--- src/rtl/asi_burst_agen.sv ---
// asi_burst_agen: AXI burst beat generator (cmd_* in -> beat_* descriptors out, cmd_err on illegal, busy during burst)
module asi_burst_agen #(
  parameter int AXI_DW = 128,
  parameter int AXI_AW = 40,
  parameter int AXI_LW = 8,
  parameter int AXI_SW = 3,
  parameter int AXI_BURSTW = 2,
  parameter int CHK_4K = 1,
  localparam int BYTES = AXI_DW / 8,
  localparam int LANEW = $clog2(BYTES)
) (
  input  logic                  ACLK,
  input  logic                  ARESET,
  input  logic                  cmd_valid,
  output logic                  cmd_ready,
  input  logic [AXI_AW-1:0]     cmd_addr,
  input  logic [AXI_LW-1:0]     cmd_len,
  input  logic [AXI_SW-1:0]     cmd_size,
  input  logic [AXI_BURSTW-1:0] cmd_burst,
  output logic                  beat_valid,
  input  logic                  beat_ready,
  output logic [AXI_AW-1:0]     beat_addr,
  output logic [LANEW-1:0]      beat_lane_lo,
  output logic [LANEW-1:0]      beat_lane_hi,
  output logic [AXI_LW-1:0]     beat_idx,
  output logic                  beat_last,
  output logic                  cmd_err,
  output logic                  busy
);
  localparam logic [AXI_BURSTW-1:0] FIXED = AXI_BURSTW'(0);
  localparam logic [AXI_BURSTW-1:0] INCR = AXI_BURSTW'(1);
  localparam logic [AXI_BURSTW-1:0] WRAP = AXI_BURSTW'(2);
  localparam logic [AXI_BURSTW-1:0] RSVD = AXI_BURSTW'(3);
  typedef enum logic {IDLE, BURST} state_e;
  state_e state_q, state_d;
  logic [AXI_AW-1:0] addr_q, addr_d, wmask_q, wmask_d;
  logic [AXI_LW-1:0] len_q, len_d, idx_q, idx_d;
  logic [AXI_SW-1:0] size_q, size_d;
  logic [AXI_BURSTW-1:0] burst_q, burst_d;
  logic err_q, err_d;
  logic [AXI_AW-1:0] szm_c, wm_c, end_c, lenx_c, szm_q, inc_q, nxt_q;
  logic wlen_ok, illegal, acc, fire;
  assign lenx_c = AXI_AW'(cmd_len);
  assign szm_c = (AXI_AW'(1) << cmd_size) - AXI_AW'(1);
  assign wm_c = ((lenx_c + AXI_AW'(1)) << cmd_size) - AXI_AW'(1);
  // last byte-beat start of an INCR burst, used for the 4KB page check
  assign end_c = (cmd_addr & ~szm_c) + (lenx_c << cmd_size);
  assign wlen_ok = cmd_len == AXI_LW'(1) || cmd_len == AXI_LW'(3) || cmd_len == AXI_LW'(7) || cmd_len == AXI_LW'(15);
  assign illegal = cmd_burst == RSVD
                || (cmd_burst == WRAP && (!wlen_ok || (cmd_addr & szm_c) != '0))
                || cmd_size > AXI_SW'(LANEW)
                || (cmd_burst == FIXED && cmd_len > AXI_LW'(15))
                || (CHK_4K != 0 && cmd_burst == INCR && cmd_addr[AXI_AW-1:12] != end_c[AXI_AW-1:12]);
  assign szm_q = (AXI_AW'(1) << size_q) - AXI_AW'(1);
  assign inc_q = (addr_q & ~szm_q) + szm_q + AXI_AW'(1);
  // wrap keeps the upper bits of the window and lets only the in-window offset roll over
  assign nxt_q = burst_q == FIXED ? addr_q : burst_q == WRAP ? ((addr_q & ~wmask_q) | (inc_q & wmask_q)) : inc_q;
  assign beat_valid = state_q == BURST;
  assign busy = beat_valid;
  assign beat_last = beat_valid && idx_q == len_q;
  assign fire = beat_valid & beat_ready;
  assign cmd_ready = state_q == IDLE || (fire && beat_last);
  assign acc = cmd_valid & cmd_ready;
  assign beat_addr = addr_q;
  assign beat_idx = idx_q;
  assign beat_lane_lo = addr_q[LANEW-1:0];
  assign beat_lane_hi = addr_q[LANEW-1:0] | szm_q[LANEW-1:0];
  assign cmd_err = err_q;
  always_comb begin
    state_d = state_q;
    addr_d = addr_q;
    wmask_d = wmask_q;
    len_d = len_q;
    size_d = size_q;
    burst_d = burst_q;
    idx_d = idx_q;
    err_d = 1'b0;
    if (acc) begin
      err_d = illegal;
      state_d = illegal ? IDLE : BURST;
      if (!illegal) begin
        addr_d = cmd_addr;
        wmask_d = wm_c;
        len_d = cmd_len;
        size_d = cmd_size;
        burst_d = cmd_burst;
        idx_d = '0;
      end
    end else if (fire) begin
      state_d = beat_last ? IDLE : BURST;
      addr_d = beat_last ? addr_q : nxt_q;
      idx_d = beat_last ? idx_q : idx_q + AXI_LW'(1);
    end
  end
  always_ff @(posedge ACLK) begin
    if (ARESET) begin
      state_q <= IDLE;
      addr_q <= '0;
      wmask_q <= '0;
      len_q <= '0;
      size_q <= '0;
      burst_q <= '0;
      idx_q <= '0;
      err_q <= 1'b0;
    end else begin
      state_q <= state_d;
      addr_q <= addr_d;
      wmask_q <= wmask_d;
      len_q <= len_d;
      size_q <= size_d;
      burst_q <= burst_d;
      idx_q <= idx_d;
      err_q <= err_d;
    end
  end
endmodule

--- config.mk ---
export PLATFORM = sky130hd
export DESIGN_NAME = asi_burst_agen
export DESIGN_NICKNAME = d
export VERILOG_FILES = /design/src/rtl/asi_burst_agen.sv
export SDC_FILE = /design/constraint.sdc
export NUM_CORES = 1
export LEC_CHECK = 0
export ABC_AREA = 1
export ABC_CLOCK_PERIOD_IN_PS = 3900
export CORE_ASPECT_RATIO = 1.4
export CORE_MARGIN = 2
export CORE_UTILIZATION = 35
export DETAILED_ROUTE_END_ITERATION = 6
export PLACE_DENSITY_LB_ADDON = 0.25
export SLEW_MARGIN = 20
export SYNTH_ARGS = -nofsm -noshare
export SYNTH_HDL_FRONTEND = slang
export SYNTH_SLANG_ARGS = --single-unit
--- constraint.sdc ---
create_clock -name ACLK -period 3.9 [get_ports ACLK]
set_clock_uncertainty 0.1 [all_clocks]
set_input_delay 0.39 -clock ACLK [delete_from_list [all_inputs] [get_ports ACLK]]
set_output_delay 0.39 -clock ACLK [all_outputs]
set_load 0.01 [all_outputs]
==> flow_summary.json <==
{
  "status": "completed",
  "peakVddDrop_mv": 0.190,
  "relSlewSlack": 0.398,
  "crit_path_top_delay_cell": "clkdlybuf4s50_1",
  "path_class": "input port to flip-flop",
  "antenna_found_initial": 0,
  "via_count": 10300,
  "ys_ff_latch": 94,
  "min_path_type": "flip-flop to flip-flop",
  "seq_area_frac_synth": 0.221,
  "die_x_um": 136,
  "grt_pass1_wl_um": 52300,
  "rsz0062_at_grt": "true",
  "clockRootBuffer": "clkbuf_16",
  "power_density_nw_per_um2": 283,
  "drc": 0,
  "required_ns": 4.09,
  "core_area_sq_um": 24000,
  "hold_viol": 0,
  "critical_path.endpoint_type": "flip-flop",
  "post-route-util": 0.467,
  "switching_power_mw": 1.14,
  "holdPathStages": 2,
  "firstDrtPassIters": 5,
  "numPlacedInstances": 1951,
  "grtUsageTotal": 0.264,
  "grt_pass1_vias": 9731,
  "finalPower_mw": 3.18,
  "final_antenna_net_count": 0,
  "final_common_cell": "nand2_1",
  "start_kind": "input port",
  "ys.warnings.count": 0,
  "clock_latency_ns": 0.35,
  "cts_tree": "done",
  "sequentialPowerShare": 0.343,
  "timing.rr.start": "size_q[2]",
  "p_leak_nw": 5.11,
  "synth_cell_types": 50,
  "initial_core_util": 0.356,
  "row_count": 67,
  "synthToLayoutAreaGrowth_pct": 31.4,
  "drv_slew": 0,
  "hold_end": "wmask_q[8]",
  "wirelength_um": 34100,
  "grt_max_degree": 62,
  "clkPwrFrac": 0.302,
  "pwr-share-comb": 0.356,
  "avgSynthCellArea_sq_um": 5.74,
  "routabilityCongestion": 0.965,
  "syn_inst": 1486,
  "r2r_slack_ns": 0.68,
  "final_cell_mix": "385 x nand2_1, 202 x inv_1, 182 x nor2_1",
  "dp_hpwl_um": 27200,
  "drive_gt1_frac": 0.126,
  "io_pins": 118,
  "post-route-cell-area_sq_um": 11200,
  "htree_levels": 3,
  "netlist_area_sq_um": 8530,
  "yosys.area.top_type_share": 0.221,
  "cap_violations": 0,
  "nets": 1738,
  "setup_tns_ns": 0,
  "internal_power_mw": 2.04,
  "port_buffers": 117,
  "dpl_cell_area_sq_um": 10600,
  "worstHoldStart": "wmask_q[8]",
  "cpMostUsedCell": "nand2_1",
  "clkSlewWorstSetupHoldPaths_ns": 0.06,
  "min_period_over_period": 0.942,
  "reg2reg_depth": 13,
  "fmax_mhz": 272,
  "n_antenna_cell": 0,
  "synth_area_leader_cell": "dfxtp_1",
  "drt_iter0_drc": 819,
  "critPathMaxStageDelay_ns": 0.42,
  "ys_top_cells_by_area": "dfxtp_1 22%, nand2_1 17%, inv_1 9.0%",
  "max_slew.worst_pin.slew_ns": 0.903,
  "die_area_sq_um": 25600,
  "numCtsBuffers": 9,
  "worstPathArrival_ns": 3.86,
  "fp.dieH_um": 189,
  "grt_overflow": 0,
  "setup_viol": 0,
  "swShare": 0.359,
  "finalNonFillerCells": 1974,
  "cp_max_fo": 13,
  "min_period_ns": 3.67,
  "vias_per_cell": 5.22,
  "wl_per_cell_um": 17.3,
  "cts.sinks": 94,
  "syn-num-nets": 1565,
  "cts_max_path_buffers": 2
}
-- power groups by stage --
stage                     sequential [mW]  combinational (mW)  clock [mW]
after detailed placement             1.11                1.06           0
final                                1.09                1.13       0.959
after CTS                            1.09                1.09       0.974
after global placement               1.11                1.06           0
after global routing                 1.09                1.24        1.01
after floorplan                      1.10               0.607           0
-- critical path: cells and delay by family --
kind | cells | cell delay [ns]
AO/OA/AOI/OAI | 2 | 0.23
adder cells (fa/ha/maj) | 1 | 0.32
XOR/XNOR | 1 | 0.15
buffers and inverters | 5 | 1.05
AND/OR/NAND/NOR | 17 | 1.72
-- area by class of cell --
class                   count  area, sq um
well taps                 310          388
fillers                  2597        12800
inverters                 212          800
multi-input cells        1112         5660
clock inverters             5         63.8
flip-flops and latches     94         1880
repair buffers            230         2160
clock buffers              11          253
-- metal layers --
metal  part of all wire  global-route usage  up-vias
met4              0.073               0.171        0
met2               0.49               0.466      374
met1               0.39               0.300     4682
li1                   -                   -     5133
met5                  0                   0        -
met3              0.048              0.0213      106
-- what timing repair did --
item | in CTS | in global routing
endpoints found under the hold margin | 0 | 0
hold buffers | 0 | 0
resized for setup | 13 | 53
setup endpoints to repair | 71 | 92
gates cloned | 1 | 2
pin swaps | 3 | 15
buffers inserted | 2 | 2
-- worst max-delay path by stage --
stage                end  slack [ns]  depth (start not counted)        start
2_1_floorplan  flip-flop        0.26                         25  cmd_size[0]
3_3_place_gp   flip-flop       -0.47                         25  cmd_size[1]
3_5_place_dp   flip-flop       -0.51                         30  cmd_size[0]
4_1_cts        flip-flop       0.009                         25  cmd_size[2]
5_1_grt        flip-flop       -0.04                         28   cmd_len[6]
6_report       flip-flop        0.23                         26   cmd_len[6]
-- cells by family (layout without fill, tap and decap cells) --
logic type                 Yosys count  count (layout)  synth area share
AOI/OAI and AO/OA                  217             217             0.139
buffers and inverters              280             458             0.133
xor gates and xnor gates            48              48            0.0493
and+or+nand+nor                    822             822             0.422
adders and majority gates           22              22            0.0323
muxes                                3               3           0.00352
DFF                                 94              94             0.221
-- synth_stat cells, drive strengths merged --
cell / instances
ha: 22
a221oi: 1
inv: 211
buf: 25
nand4: 47
o211ai: 3
nor4: 12
o32ai: 1
a32o: 1
clkbuf: 43
xnor2: 5
clkinv: 1
xor2: 43
nor3: 36
nand3b: 2
a211oi: 2
and2: 1
o21bai: 2
a21oi: 67
dfxtp: 94
a31oi: 1
a22oi: 9
nor2: 195
nand2: 397
o21ai: 114
o221ai: 1
mux2i: 3
or2: 2
a21boi: 1
nand3: 127
nor4b: 1
o22ai: 8
o21a: 3
nor3b: 2
a21o: 3
-- stage by stage --
step / hold WS (ns) / setup WS [ns]
after floorplan: 0.330 / 0.263
after global placement: 0.352 / -0.469
after detailed placement: 0.360 / -0.513
after CTS: 0.370 / 0.00949
after global routing: 0.395 / -0.0430
final: 0.371 / 0.227
No activity file was read; power rests on OpenSTA's default activity.
